`src/rtl/spike_rate_encoder.sv`:
```
// Spike rate encoder: converts a small set of stored pixel intensities into
// Bernoulli-style spike trains, one LFSR per channel, for a fixed number of
// timesteps per presentation. Also clears downstream neuron accumulators
// before each presentation and signals completion with a one-cycle pulse.
module spike_rate_encoder #(
    parameter int          NUM_INPUTS  = 4,
    parameter int          PIXEL_WIDTH = 8,
    parameter int          NUM_STEPS   = 16,
    parameter int          ADDR_WIDTH  = 8,
    parameter logic [15:0] LFSR_SEED   = 16'hACE1
) (
    input  logic                   clk,
    input  logic                   rst,
    input  logic                   start,
    input  logic [ADDR_WIDTH-1:0]  mem_addr,
    input  logic [PIXEL_WIDTH-1:0] mem_din,
    input  logic                   mem_wen,
    output logic [PIXEL_WIDTH-1:0] mem_dout,
    output logic [NUM_INPUTS-1:0]  spike_out,
    output logic                   spike_valid,
    output logic                   neuron_rst,
    output logic                   busy,
    output logic                   done
);

    localparam int unsigned NI = NUM_INPUTS;

    // Comparison width: wide enough for both the pixel and the 16-bit LFSR,
    // so the LFSR is zero-extended when pixels are wider than 16 bits.
    localparam int unsigned CW = (PIXEL_WIDTH > 16) ? PIXEL_WIDTH : 16;
    localparam logic [CW-1:0] LFSR_MASK = CW'({PIXEL_WIDTH{1'b1}});
    localparam logic [15:0] LAST_STEP = 16'(NUM_STEPS - 1);

    typedef enum logic [1:0] {
        IDLE,
        CLEAR,
        RUN,
        DONE
    } state_t;

    state_t state;
    state_t state_next;

    logic [15:0]            step;
    logic                   last_step;
    logic [PIXEL_WIDTH-1:0] pixel [NUM_INPUTS];
    logic [15:0]            lfsr  [NUM_INPUTS];
    logic [NUM_INPUTS-1:0]  spike_next;
    logic [PIXEL_WIDTH-1:0] read_data;

    function automatic logic [15:0] seed_of(input int unsigned ch);
        return LFSR_SEED ^ 16'(ch + 1);
    endfunction

    // Fibonacci LFSR, taps 16,14,13,11 (bits 0,2,3,5 in right-shift form).
    function automatic logic [15:0] lfsr_step(input logic [15:0] v);
        return {v[0] ^ v[2] ^ v[3] ^ v[5], v[15:1]};
    endfunction

    assign last_step  = (step == LAST_STEP);
    assign busy       = (state != IDLE);
    assign neuron_rst = (state == CLEAR);
    assign done       = (state == DONE);

    // State register.
    always_ff @(posedge clk or posedge rst) begin
        if (rst) begin
            state <= IDLE;
        end else begin
            state <= state_next;
        end
    end

    // Next-state logic; start only matters in IDLE.
    always_comb begin
        state_next = state;
        case (state)
            IDLE:    if (start) state_next = CLEAR;
            CLEAR:   state_next = RUN;
            RUN:     if (last_step) state_next = DONE;
            DONE:    state_next = IDLE;
            default: state_next = IDLE;
        endcase
    end

    // Timestep counter: counts RUN cycles, returns to zero on the last one.
    always_ff @(posedge clk or posedge rst) begin
        if (rst) begin
            step <= '0;
        end else if (state == RUN) begin
            step <= last_step ? '0 : step + 16'd1;
        end else begin
            step <= '0;
        end
    end

    // Per-channel LFSRs: reseeded when a presentation starts, stepped in RUN.
    always_ff @(posedge clk or posedge rst) begin
        if (rst) begin
            for (int unsigned i = 0; i < NI; i++) lfsr[i] <= seed_of(i);
        end else if (state == IDLE && start) begin
            for (int unsigned i = 0; i < NI; i++) lfsr[i] <= seed_of(i);
        end else if (state == RUN) begin
            for (int unsigned i = 0; i < NI; i++) lfsr[i] <= lfsr_step(lfsr[i]);
        end
    end

    // Spike decision per channel; full-scale pixels always fire.
    always_comb begin
        spike_next = '0;
        for (int unsigned i = 0; i < NI; i++) begin
            if (pixel[i] == '1) begin
                spike_next[i] = 1'b1;
            end else begin
                spike_next[i] = CW'(pixel[i]) > (CW'(lfsr[i]) & LFSR_MASK);
            end
        end
    end

    // Registered spike outputs, zero outside valid timesteps.
    always_ff @(posedge clk or posedge rst) begin
        if (rst) begin
            spike_out   <= '0;
            spike_valid <= 1'b0;
        end else if (state == RUN) begin
            spike_out   <= spike_next;
            spike_valid <= 1'b1;
        end else begin
            spike_out   <= '0;
            spike_valid <= 1'b0;
        end
    end

    // Pixel registers: writable only while idle so a presentation is stable.
    always_ff @(posedge clk or posedge rst) begin
        if (rst) begin
            for (int unsigned i = 0; i < NI; i++) pixel[i] <= '0;
        end else if (mem_wen && state == IDLE) begin
            for (int unsigned i = 0; i < NI; i++) begin
                if (mem_addr == ADDR_WIDTH'(i)) pixel[i] <= mem_din;
            end
        end
    end

    // Read mux; out-of-range addresses read as zero.
    always_comb begin
        read_data = '0;
        for (int unsigned i = 0; i < NI; i++) begin
            if (mem_addr == ADDR_WIDTH'(i)) read_data = pixel[i];
        end
    end

    // Registered read port (old value on a same-cycle write).
    always_ff @(posedge clk or posedge rst) begin
        if (rst) begin
            mem_dout <= '0;
        end else begin
            mem_dout <= read_data;
        end
    end

endmodule

```
`config.mk`:
```
export PLATFORM = sky130hd
export DESIGN_NAME = spike_rate_encoder
export DESIGN_NICKNAME = d
export VERILOG_FILES = /design/src/rtl/spike_rate_encoder.sv
export SDC_FILE = /design/constraint.sdc
export NUM_CORES = 1
export LEC_CHECK = 0
export BUFFER_PORTS_ARGS = -buffer_cell sky130_fd_sc_hd__clkbuf_2
export CAP_MARGIN = 20
export CORE_MARGIN = 3
export CORE_UTILIZATION = 52
export DETAILED_ROUTE_END_ITERATION = 7
export PLACE_DENSITY = 0.75
export SLEW_MARGIN = 0
export SYNTH_ARGS = -nofsm -noshare
export SYNTH_HDL_FRONTEND = slang
export SYNTH_SLANG_ARGS = --single-unit
```
`constraint.sdc`:
```
create_clock -name clk -period 5.67 [get_ports clk]
set_clock_uncertainty 0.05 [all_clocks]
set_input_delay 0.8505 -clock clk [delete_from_list [all_inputs] [get_ports clk]]
set_output_delay 0.8505 -clock clk [all_outputs]
set_load 0.01 [all_outputs]
```
# Word-level counts from Yosys, hierarchy flattened

Cells that the tools add are included.

Bits in latches: 0
Input bits: 20
Bits in read-only memories: 0
Register bits after elaboration: 127
Output and inout port bits: 16
RAM bits: 0
Memories kept: 0
Word-level logic and storage cells: 71

Bitwise gates (word level): 12
Muxes and demuxes: 17
Multipliers: 0
Add/sub/neg operators: 1
Shifts and indexed selects: 0
Divide/modulo/power cells: 0
$lt $le $gt $ge: 4
Reduce and logical (&&, ||, !) cells: 11
Equal/unequal tests: 13

Operators with widths:

| operator                                             | number |
|---|---|
| two-way mux 64 bit                                   | 2 |
| equality test 8 bit, second input constant           | 4 |
| greater-than comparator 8 bit                        | 4 |
| two-way mux 16 bit                                   | 2 |
| two-way mux 8 bit                                    | 4 |
| adder 16 x 1 -> 16 bit, second input constant        | 1 |
| equality test 16 x 4 -> 1 bit, second input constant | 1 |
| equality test 8 x 2 -> 1 bit, second input constant  | 2 |
| XOR 1 bit                                            | 12 |
| AND reduction 2 bit                                  | 5 |
| equality test 8 x 1 -> 1 bit, second input constant  | 1 |
| logical NOT 8 bit                                    | 1 |
| one-hot mux 2 bit (4 select lines)                   | 1 |
| two-way mux 1 bit                                    | 5 |
| equality test 2 bit, second input constant           | 2 |
| two-way mux 2 bit                                    | 2 |
| two-way mux 4 bit                                    | 1 |
| inequality test 2 bit, second input constant         | 2 |
| nonzero test 2 bit                                   | 2 |
| equality test 2 x 1 -> 1 bit, second input constant  | 1 |
| logical AND 1 bit                                    | 2 |
| logical NOT 2 bit                                    | 1 |

# Depth between registers and ports, before layout

Word-level depth: 5
Mapped depth: 7
Gate-level depth less buffers: 6

# Least setup slack after synthesis

Ideal clock, no wire load.

Path type: in2reg
Start: input mem_addr[5]
End: register pixel[24] in the netlist's numbering
Cell stages on the path: 5
Data arrival time: 2230 ps
Path buffers: 1
Data required time: 5495 ps
Setup time: 125 ps
Path slack: 3265 ps
Cell sequence: nor4_4 -> nand4_4 -> or3_1 -> buf_6 -> mux2_4

Word-level cells in the longest chain between the ends: 2

RTL lines:

| item                          | line | source |
|---|---|---|
| start, declared               | 15   | `input logic [ADDR_WIDTH-1:0] mem_addr,` |
| logical NOT 8 bit             | 140  | `if (mem_addr == ADDR_WIDTH'(i)) pixel[i] <= mem_din;` |
| AND reduction 2 bit (no line) | --   |  |
| end signal, assigned by index | 140  |  |
| end, declared                 | 46   | `logic [PIXEL_WIDTH-1:0] pixel [NUM_INPUTS];` |

No other way between the ends.
A chain may end at the register's enable or synchronous reset.

# Final worst setup path

Start: register state[0]
End: output busy

Word-level cells in the longest chain between the ends: 1

RTL lines:

| item                   | line | source |
|---|---|---|
| start, declared        | 41   | `state_t state;` |
| start signal, assigned | 70   | `state <= state_next;` |
| nonzero test 2 bit     | 61   | `assign busy = (state != IDLE);` |
| end, declared          | 22   | `output logic busy,` |

No other way between the ends.

==> metrics.md <==
| Metric | Value |
|---|---|
| Final setup vio count | 0 |
| Routed Antenna Nets | 0 |
| H-tree levels | 4 |
| Slew at the pin closest to its max-slew limit | 933.9 ps |
| Initial antenna violation count | 0 |
| Starting Density | 54.44% |
| Worst min-delay path category | input pin to async pin |
| CP Class | flip-flop to primary output |
| Total power | 3.532 mW |
| Fillers | 902 |
| Hpwl dp | 8856 um |
| CP required | 4770 ps |
| Area share of the largest cell type after synthesis | 36.89% |
| CTS Hold Bufs | 0 |
| Final instance area | 0.007312 mm2 |
| GR Overflow Total | 0 |
| Setup TNS | 0 ps |
| Layout cells sized above 1 | 27.12% |
| Setup slack at placement | 2911 ps |
| CP Max Fanout | 5 |
| Clock buffer depth | 2 |
| Slew Limit Headroom | 37.53% |
| Post-synth EDFFs | 0 |
| Final #Nets | 646 |
| Ant diodes | 0 |
| Worst hold margin | 335.1 ps |
| Routed vias/inst | 5.605 |
| Primary FF master, synth | dfrtp_1 |
| Reg clk slew, reported paths | 50 ps |
| CP Launch Type | flip-flop |
| Synthesized area | 0.006376 mm2 |
| Largest cells by area after synthesis | dfrtp_1, dfstp_2, mux2i_1 |
| Io pins | 36 |
| Pleak | 3.422 nW |
| Crit path max-delay family | flip-flops |
| #FFs+latches synth | 127 |
| Final Hold Fails | 0 |
| Width of the die | 116.7 um |
| Avg WL per Cell | 16.87 um |
| Chip height | 116.7 um |
| Area leader, netlist | dfrtp_1 |
| DR DRC count | 0 |
| Area post-placement | 0.006681 mm2 |
| Register area share after synthesis | 50.49% |
| Power Dens Cells | 483.0 mW/mm2 |
| Total clock buffers created by CTS | 17 |
| Total setup buffers inserted after CTS | 0 |
| RSZ-0062 raised after global routing | false |
| Crit share post-route | 43.46% |
| Post-cts sizing count | 0 |
| First-pass GRT wire length | 21800 um |
| Register area | 0.003219 mm2 |
| FP Rows | 39 |
| Syn Inst Count | 549 |
| Core ar. | 0.01171 mm2 |
| YS warnings | 0 |
| Total die area | 0.01363 mm2 |
| Synth unique cells | 40 |
| Critical Path AT | 1560 ps |
| Slew Viols, Final | 0 |
| Placer Congestion | 0.8428 |
| Clock Latency Late Sink | 420 ps |
| Max cap viols | 0 |
| Outcome | completed |
| CTS root buffer | clkbuf_16 |
| Tmin final | 2464 ps |
| Clk sinks | 127 |
| F_max | 0.4058 GHz |
| Multi-input gate area | 0.002929 mm2 |
| Vias | 4170 |
| Crit-path slowest cell | dfrtp_1 |
| Port bufs | 35 |
| Synth Net Count | 607 |
| Syn avg cell area | 11.61 um2 |
| Async S/R FF share, synth | 100.0% |
| GRT Util Overall | 20.47% |
| CP dominant cell by count | inv_1 |
| Maximum VDD drop | 0.0002804 V |
| CTS tree | built |
| Commonest non-fill, non-tap cell in the layout | dfrtp_1 |
| Final setup margin | 3206 ps |
| Buf/Inv on CP | 3 |
| Crit path largest cell delay | 410 ps |
| Drt first pass iters | 4 |
| Largest net degree at the start of global routing | 85 |
| Vias in the first global route | 4532 |
| Routed wire length | 12550 um |
| Most frequent cells in the layout | dfrtp_1, mux2i_1, nor2_1 |
| CP endpoint kind | primary output |
| Layout overhead on the synthesized area | 14.68% |
| Starting DRT DRC Count | 222 |
| CP cell instances | inv_1 > ha_1 > inv_1 > clkbuf_2 |
-- report_power, final --
part	switching, mW	internal (mW)
logic	0.598	0.482
clock network	0.385	0.663
registers	0.169	1.24
-- Yosys cell counts (2+ instances only) --
master and count:
nand3_1 6, o211ai_1 19, buf_2 3, nor3_1 2, o311a_1 4, or4_1 3, inv_1 39, clkbuf_1 14
ha_1 38, xor2_1 7, nor2_1 49, dfrtp_1 94, mux4_2 8, mux2_2 24, mux2_4 8, nor4_1 4
nor3b_4 2, nand4_1 18, dfstp_2 33, or3_1 9, mux2i_1 49, nor2b_1 4, a21oi_1 23, xnor2_1 15
o21ai_0 8, nand2_1 44, buf_1 2, and3_2 8
-- layout make-up --
cell class | count | area share, %
Clock buffer | 20 | 6.246
Clock inverter | 12 | 1.626
Inverter | 39 | 2.036
Timing Repair Buffer | 41 | 3.559
Tap cell | 143 | 2.447
Sequential cell | 127 | 44.03
Multi-Input combinational cell | 362 | 40.06
-- registers in the layout (all words and copies together), names as in the netlist --
register,cells
mem_dout,8
spike_out,4
pixel,32
lfsr,64
state,2
step,16
spike_valid,1
-- layer usage --
layer | track usage, % | share of wire (%)
met1 | 25.55 | 44
met2 | 33.83 | 51
met3 | 5.855 | 3.2
met4 | 7.798 | 2.2
met5 | 0 | 0
-- cell families after synthesis --
| kind of cell | Yosys count | synth area share [%] |
|---|---|---|
| AO/OA/AOI/OAI | 56 | 5.868 |
| XOR/XNOR | 22 | 3.022 |
| adder cells (fa/ha/maj) | 38 | 7.457 |
| buffers and inverters | 60 | 3.768 |
| flip-flops | 127 | 50.49 |
| multiplexers | 89 | 16.64 |
| AND/OR/NAND/NOR | 157 | 12.76 |
-- worst paths after layout --
kind	startpoint	endpoint	slack, ps	cells past startpoint
max reg2reg	step[10]	state[1]	3270	4
min reg2reg	step[0]	step[0]	440	1
max in group asynchronous	rst	lfsr[13]	4380	3
min	rst	mem_dout[6]	340	2
min in group clk	step[0]	step[0]	440	1
max	state[0]	busy	3210	4
-- metrics by stage --
step / utilization [%] / cells
2_1_floorplan: - / 549
3_3_place_gp: 57.05 / 710
3_5_place_dp: 57.05 / 710
4_1_cts: 61.97 / 742
5_1_grt: 62.44 / 744
6_report: 62.44 / 744
Note: power is estimated with default switching activity, not from simulation.
